$ cat config.mk
export PLATFORM = sky130hd
export DESIGN_NAME = rst_cipher_ctrl
export DESIGN_NICKNAME = d
export VERILOG_FILES = /design/src/rtl/rst_cipher_ctrl.sv
export SDC_FILE = /design/constraint.sdc
export NUM_CORES = 1
export LEC_CHECK = 0
export ABC_AREA = 1
export BUFFER_PORTS_ARGS = -buffer_cell sky130_fd_sc_hd__buf_2
export CORE_MARGIN = 10
export CORE_UTILIZATION = 50
export CTS_CLUSTER_DIAMETER = 50
export DETAILED_ROUTE_END_ITERATION = 12
export PLACE_DENSITY_LB_ADDON = 0.25
export SLEW_MARGIN = 20
export SYNTH_ARGS = -nofsm -noshare
export SYNTH_HDL_FRONTEND = slang
export SYNTH_SLANG_ARGS = --single-unit
$ cat constraint.sdc
create_clock -name clk -period 12.45 [get_ports clk]
set_clock_uncertainty 0.15 [all_clocks]
set_input_delay 2.49 -clock clk [delete_from_list [all_inputs] [get_ports clk]]
set_output_delay 2.49 -clock clk [all_outputs]
set_load 0.1 [all_outputs]
$ cat src/rtl/rst_cipher_ctrl.sv
// Message sequencer for the rst_cipher datapath: key load, cipher table reset,
// credit-limited character issue and a ciphertext output FIFO.
module rst_cipher_ctrl #(
    parameter int unsigned OUT_DEPTH = 4,
    parameter int unsigned CNT_W     = 16
) (
    input  logic             clk,
    input  logic             rst,
    input  logic             start,
    input  logic [95:0]      key,
    output logic             busy,
    input  logic             in_valid,
    output logic             in_ready,
    input  logic [7:0]       in_char,
    input  logic             in_last,
    output logic             out_valid,
    input  logic             out_ready,
    output logic [15:0]      out_ctxt,
    output logic             msg_done,
    output logic [CNT_W-1:0] msg_char_cnt,
    output logic [CNT_W-1:0] msg_err_cnt,
    output logic             proto_err,
    output logic             cph_rst_n,
    output logic [95:0]      cph_key,
    output logic             cph_ptxt_valid,
    output logic [7:0]       cph_ptxt_char,
    input  logic [15:0]      cph_ctxt_str,
    input  logic             cph_ctxt_ready,
    input  logic             cph_err_invalid_ptxt_char
);

    localparam int unsigned AW = $clog2(OUT_DEPTH);
    localparam int unsigned CW = AW + 1;
    localparam logic [CW:0] DepthSum  = (CW + 1)'(OUT_DEPTH);
    localparam logic [CW-1:0] DepthCnt = CW'(OUT_DEPTH);

    typedef enum logic [2:0] {StIdle, StLoad, StSetup, StRun, StDrain, StDone} state_e;
    state_e state_q, state_d;

    logic             cph_rst_n_q;
    logic [95:0]      key_q;
    logic             ptxt_valid_q;
    logic [7:0]       ptxt_char_q;
    logic [CW-1:0]    inflight_q;
    logic [CNT_W-1:0] char_cnt_q, err_cnt_q;
    logic             proto_err_q;
    logic [CW-1:0]    fifo_cnt_q;
    logic [AW-1:0]    wptr_q, rptr_q;
    logic [15:0]      mem [OUT_DEPTH];

    logic          fifo_empty, fifo_full, take, accept, pop, push;
    logic          rsp_any, rsp_bad, rsp_ok;
    logic [CW:0]   credit_sum;

    assign fifo_empty = (fifo_cnt_q == '0);
    assign fifo_full  = (fifo_cnt_q == DepthCnt);
    assign credit_sum = {1'b0, fifo_cnt_q} + {1'b0, inflight_q};
    assign take       = (state_q == StIdle) && fifo_empty && start;
    assign accept     = in_valid && in_ready;
    assign pop        = out_valid && out_ready;

    // A response with nothing outstanding, or both strobes at once, breaks the cipher contract.
    assign rsp_any = cph_ctxt_ready || cph_err_invalid_ptxt_char;
    assign rsp_bad = rsp_any && ((inflight_q == '0) ||
                                 (cph_ctxt_ready && cph_err_invalid_ptxt_char));
    assign rsp_ok  = rsp_any && !rsp_bad;
    assign push    = rsp_ok && cph_ctxt_ready && (!fifo_full || pop);

    always_ff @(posedge clk or posedge rst) begin
        if (rst) begin
            state_q <= StIdle;
        end else begin
            state_q <= state_d;
        end
    end

    always_comb begin
        state_d = state_q;
        unique case (state_q)
            StIdle:  if (take) state_d = StLoad;
            StLoad:  state_d = StSetup;
            StSetup: state_d = StRun;
            StRun:   if (accept && in_last) state_d = StDrain;
            StDrain: if (inflight_q == '0) state_d = StDone;
            StDone:  state_d = StIdle;
            default: state_d = StIdle;
        endcase
    end

    always_comb begin
        in_ready  = (state_q == StRun) && (credit_sum < DepthSum);
        msg_done  = (state_q == StDone);
        busy      = !((state_q == StIdle) && fifo_empty);
        out_valid = !fifo_empty;
        out_ctxt  = fifo_empty ? 16'h0 : mem[rptr_q];
    end

    always_ff @(posedge clk or posedge rst) begin
        if (rst) begin
            cph_rst_n_q  <= 1'b0;
            key_q        <= '0;
            ptxt_valid_q <= 1'b0;
            ptxt_char_q  <= '0;
            inflight_q   <= '0;
            char_cnt_q   <= '0;
            err_cnt_q    <= '0;
            proto_err_q  <= 1'b0;
            fifo_cnt_q   <= '0;
            wptr_q       <= '0;
            rptr_q       <= '0;
        end else begin
            // The cipher table is cleared while idle and during the key-load cycle.
            cph_rst_n_q  <= !((state_d == StIdle) || (state_d == StLoad));
            ptxt_valid_q <= accept;
            if (take) key_q <= key;
            if (accept) ptxt_char_q <= in_char;
            if (rsp_bad) proto_err_q <= 1'b1;

            if (accept && !rsp_ok) begin
                inflight_q <= inflight_q + 1'b1;
            end else if (!accept && rsp_ok) begin
                inflight_q <= inflight_q - 1'b1;
            end

            if (take) begin
                char_cnt_q <= '0;
                err_cnt_q  <= '0;
            end else begin
                if (accept && (char_cnt_q != '1)) char_cnt_q <= char_cnt_q + 1'b1;
                if (rsp_ok && cph_err_invalid_ptxt_char && (err_cnt_q != '1)) begin
                    err_cnt_q <= err_cnt_q + 1'b1;
                end
            end

            if (push) wptr_q <= wptr_q + 1'b1;
            if (pop) rptr_q <= rptr_q + 1'b1;
            if (push && !pop) begin
                fifo_cnt_q <= fifo_cnt_q + 1'b1;
            end else if (pop && !push) begin
                fifo_cnt_q <= fifo_cnt_q - 1'b1;
            end
        end
    end

    always_ff @(posedge clk) begin
        if (push) mem[wptr_q] <= cph_ctxt_str;
    end

    assign cph_rst_n      = cph_rst_n_q;
    assign cph_key        = key_q;
    assign cph_ptxt_valid = ptxt_valid_q;
    assign cph_ptxt_char  = ptxt_char_q;
    assign msg_char_cnt   = char_cnt_q;
    assign msg_err_cnt    = err_cnt_q;
    assign proto_err      = proto_err_q;

endmodule

==> results by group, run 1 <==
Run status
  • Status: finished clean

Synthesis
  • Register bit total from synthesis: 216
  • Main synth FF type: dfrtp_1
  • Synth top area share: 0.403
  • Area leader, netlist: dfrtp_1
  • Library cells used by synthesis: 35
  • Top cells by area, synth: dfrtp_1, edfxtp_1, nand2_1
  • Mapped Area: 9440 µm²
  • Mapped Nets: 1164
  • Mapped Cells: 1024
  • Syn Area/Cell: 9.22 µm²
  • Sequential fraction of the synthesis area: 0.607
  • Commonest cells in the netlist: nand2_1, dfrtp_1, nor2_1
  • Post-synth EDFFs: 64
  • Most common cell in the netlist: nand2_1
  • Synth warnings: 0
  • Ys async rst share: 0.704

Hold path
  • Hold Crit Endpoint: cph_key[44]$_DFFE_PP0P_
  • Min-delay src: cph_key[44]$_DFFE_PP0P_
  • Worst min-delay path class: reg -> reg
  • Hold Path Cell Cnt: 2

Global route
  • Antenna violations before repair: 1
  • Total Routing Usage GR: 0.205
  • Largest net degree at the start of global routing: 98
  • GRT Residual Overflow: 0
  • First-pass GRT wire length: 41100 µm
  • Vias in the first global route: 7790

STA
  • Post-route minimum period: 5.48 ns
  • Final hold vios: 0
  • Setup_tns: 0 ns
  • Final period utilization: 0.440
  • Peak Freq: 182 MHz
  • Rel. slew slack: 0.356
  • Final setup violation count: 0
  • Actual slew at the worst max-slew pin: 0.967 ns
  • Final Slew Violations: 0
  • RSZ-0062 raised after global routing: no

Route
  • Vias/cell: 4.92
  • Post-Route WL: 25500 µm
  • Initial DRT Pass Iterations: 4
  • DR vias: 7669
  • Detailed-route DRC error count: 0
  • Avg WL per Cell: 16.4 µm
  • Initial detailed-routing violation count: 401
  • Antenna viol nets, final: 0

Floorplan
  • Num ports: 287
  • Full die area: 24800 µm²
  • Rows: 50
  • Die height: 157 µm
  • Core ar.: 18600 µm²
  • Initial core utilization: 0.506
  • Die Width: 157 µm

Place
  • Port Buffers: 286
  • Post-DP HPWL: 18300 µm
  • Global placement routability congestion: 0.828

Clocking
  • TritonCTS clock tree: built
  • Num CTS Buffers: 27
  • CTS root buf: clkbuf_16
  • Worst skew pair latency: 0.52 ns
  • H-tree lvl count: 1
  • Clk sink count: 216
  • Clk slew on worst S/H paths: 0.06 ns
  • Hold Buf Count CTS: 0
  • Clock tree buffer depth: 3
  • Post-CTS setup buffers: 0
  • Resized cells post-CTS: 0

Final layout
  • Nets: 1444
  • Area Growth Syn to Fin: 25.6%
  • Layout cell share with drive strength beyond 1: 0.278

Critical path
  • Launch point of the worst reg-to-reg path: fifo_cnt_q[0]$_DFFE_PP0P_
  • Setup crit end kind: primary output
  • Reg2Reg Setup Slack: 9.52 ns
  • CP Launch Type: flip-flop
  • Max FO, Critical Path: 17
  • Setup CP Type: reg -> out
  • Depth of the most critical reg-to-reg path: 8
  • Required time worst endpoint: 9.81 ns
  • R2r endpoint: msg_char_cnt[13]$_DFFE_PP0P_
  • CP arrival: 2.84 ns

Run
  • Max Cap Violations: 0
worst max-delay path by stage:
stage                                  end                  start  slack, ns  cells after the start
2_1_floorplan       cph_key[0]$_DFFE_PP0P_                    rst       5.72                      1
3_3_place_gp   msg_char_cnt[9]$_DFFE_PP0P_                  start       7.65                      6
3_5_place_dp                   out_ctxt[0]  rptr_q[1]$_DFFE_PP0P_       7.54                      5
4_1_cts                        out_ctxt[0]  rptr_q[1]$_DFFE_PP0P_       6.98                      5
5_1_grt                        out_ctxt[7]  rptr_q[1]$_DFFE_PP0P_       6.72                      5
6_report                      out_ctxt[14]  rptr_q[1]$_DFFE_PP0P_       6.97                      5
state kept, by name, indices dropped and copies added, names as in the netlist:
name,count
proto_err,1
rptr_q,2
cph_ptxt_char,8
msg_char_cnt,16
cph_key,96
fifo_cnt_q,3
cph_rst_n,1
wptr_q,2
state_q,3
cph_ptxt_valid,1
msg_err_cnt,16
mem,64
inflight_q,3
through the flow:
stage	hold WS [ns]	instance area (µm²)	util	setup WS, ns	cells
floorplan	0.344	9440	-	5.72	1024
global placement	0.306	11000	0.589	7.65	1509
detailed placement	0.304	11000	0.589	7.54	1509
CTS	0.320	11800	0.636	6.98	1558
global route	0.348	11900	0.636	6.72	1559
finish	0.322	11900	0.636	6.97	1559
cell usage in the layout, fill, tap and decap left out, drive strengths merged, types with 24 or more instances in the layout:
cell / instances
buf: 291
clkbuf: 32
dfrtp: 152
edfxtp: 64
inv: 51
nand2: 424
nand3: 43
nand4: 24
nor2: 119
o21ai: 47
critical path, cell delays in order (launching register included):
cell and delay, ns:
dfrtp_1 0.68, clkinv_1 0.65, nor2_1 0.27, o21ai_0 0.11, a21oi_1 0.15, buf_2 0.46
cell families after synthesis:
group | share of synthesized area
fa+ha+maj | 0.0175
xor+xnor | 0.0195
simple gates | 0.269
compound gates | 0.0408
buf+inv | 0.0440
mux | 0.00239
flops | 0.607
cell type report:
cell class / instances / area, µm²
Fill cell: 1553 / 6790
Sequential cell: 216 / 5730
Multi-Input combinational cell: 721 / 3310
Timing Repair Buffer: 291 / 1470
Clock buffer: 32 / 734
Tap cell: 234 / 293
Inverter: 47 / 186
Clock inverter: 17 / 135
Antenna cell: 1 / 2.50
layer usage:
layer,share of wire,routed length (µm),up-vias,global-route usage
met5,0,0,-,0
met4,0.021,544,0,0.0476
met3,0.094,2410,31,0.0791
met2,0.48,12200,250,0.334
met1,0.41,10400,3555,0.252
li1,-,-,3833,-
Power of run 1 is left out: the tool's default activity adds up to more than one toggle a clock period on the data nets, which glitch-free logic cannot reach.
==> run 2, diff against run 1 <==
Settings changed: CORE_UTILIZATION 50 to 47.
Clock period 12.45 ns to 4.9 ns, I/O delays scaled along.
==> results by group, run 2 (synthesis results as in run 1) <==
Final layout
  • Largest register FFs: 96 (unchanged)
  • Nets: 1445 (+0.069%)
  • Commonest non-fill, non-tap cell in the layout: nand2_1
  • Post-route design area: 11900 µm² (+0.37%)
  • Area Growth Syn to Fin: 26.0%
  • Most frequent cells in the layout: nand2_1, buf_2, dfrtp_1
  • Layout cell share with drive strength beyond 1: 0.275 (-0.00302)
  • Post-route insts no fill: 1590 (+2.0%)

Route
  • Post-Route WL: 26100 µm (+2.3%)
  • Antenna viol nets, final: 0 (unchanged)
  • Detailed-route DRC error count: 0 (unchanged)
  • DR vias: 7777 (+1.4%)
  • Initial detailed-routing violation count: 441 (+10%)
  • Initial DRT Pass Iterations: 5 (+1)
  • Vias/cell: 4.89 (-0.57%)
  • Avg WL per Cell: 16.4 µm (+0.28%)

Critical path
  • Launch point of the worst reg-to-reg path: fifo_cnt_q[0]$_DFFE_PP0P_
  • Crit path launch: rptr_q[1]$_DFFE_PP0P_
  • Max FO, Critical Path: 17 (unchanged)
  • Setup crit end kind: primary output
  • Setup CP Type: reg -> out
  • CP arrival: 2.82 ns (-0.02 ns)
  • Required time worst endpoint: 3.77 ns (-6.04 ns)
  • CP Launch Type: flip-flop

STA
  • Peak Freq: 253 MHz
  • Final hold vios: 0 (unchanged)
  • RSZ-0062 raised after global routing: no
  • Rel. slew slack: 0.354 (-0.00127)
  • Actual slew at the worst max-slew pin: 0.966 ns (-0.000136 ns)
  • Final period utilization: 0.807
  • Final Slew Violations: 0 (unchanged)
  • Post-route minimum period: 3.95 ns
  • Setup_tns: 0 ns (unchanged)
  • Worst Setup Slack, final: 0.947 ns (-6.02 ns)
  • Final setup violation count: 0 (unchanged)

Clocking
  • TritonCTS clock tree: built
  • Resized cells post-CTS: 0 (unchanged)
  • Clk sink count: 216 (unchanged)
  • Post-CTS setup buffers: 0 (unchanged)
  • Hold Buf Count CTS: 0 (unchanged)
  • Clock tree buffer depth: 3 (unchanged)
  • Clk slew on worst S/H paths: 0.06 ns (about the same)
  • Worst skew pair latency: 0.52 ns (about the same)
  • H-tree lvl count: 1 (unchanged)
  • Num CTS Buffers: 27 (unchanged)
  • CTS root buf: clkbuf_16

Run
  • Max Cap Violations: 0 (unchanged)

Floorplan
  • Full die area: 26200 µm² (+5.6%)
  • Num ports: 287 (unchanged)
  • Die height: 162 µm (+2.7%)
  • Rows: 51 (+2.0%)
  • Initial core utilization: 0.482 (-0.0245)
  • Core ar.: 19600 µm² (+5.1%)
  • Die Width: 162 µm (+2.7%)

Place
  • Post-DP HPWL: 19000 µm (+3.9%)
  • Global placement routability congestion: 0.816 (-1.5%)
  • DP Area: 11000 µm² (+0.57%)
  • Dpl ws: 1.48 ns (-6.06 ns)
  • Port Buffers: 286 (unchanged)
  • Cells after DPL: 1541 (+2.1%)

Hold path
  • Min-delay src: cph_key[43]$_DFFE_PP0P_
  • Worst min-delay path class: reg -> reg

Global route
  • Largest net degree at the start of global routing: 98 (unchanged)
  • Total Routing Usage GR: 0.193 (-0.0117)
  • First-pass GRT wire length: 41700 µm (+1.4%)
  • Antenna violations before repair: 2 (+1)
  • Vias in the first global route: 7949 (+2.0%)
  • GRT Residual Overflow: 0 (unchanged)

Run status
  • Status: finished clean
run 2: worst max-delay path: stages, from the launching register on:
cell      delay, ns
dfrtp_1        0.66
clkinv_1       0.60
nor2_1         0.31
o21ai_0        0.13
a21oi_1        0.14
buf_2          0.46
run 2: cell type report:
cell class	instances	area (µm²)
fill	1718	7690
sequential	216	5730
multi-input combinational	721	3310
timing repair buffer	292	1490
clock buffer	31	701
tap	265	332
inverter	47	185
clock inverter	17	151
antenna	1	2.50
run 2: through the flow:
stage | hold WS, ns | utilization
after floorplan | 0.344 | -
after global placement | 0.293 | 0.563
after detailed placement | 0.303 | 0.564
after CTS | 0.319 | 0.607
after global routing | 0.336 | 0.607
final | 0.320 | 0.607
run 2: final timing paths:
kind,endpoint,slack (ns),cells past startpoint
worst max register to register,fifo_cnt_q[1]$_DFFE_PP0P_,2.06,9
worst min-delay path,cph_key[43]$_DFFE_PP0P_,0.32,2
worst max-delay path,out_ctxt[1],0.95,5
max in group asynchronous,cph_key[91]$_DFFE_PP0P_,3.10,3
worst min register to register,cph_key[43]$_DFFE_PP0P_,0.32,2
min in group asynchronous,cph_key[53]$_DFFE_PP0P_,0.52,2
run 2: routing by layer:
metal,wire (µm),global-route usage,vias to the layer above
li1,-,-,3841
met1,10700,0.237,3628
met2,12200,0.308,267
met3,2540,0.0768,39
met4,625,0.0579,2
met5,13,0,-
Power of run 2 is left out for the same reason.
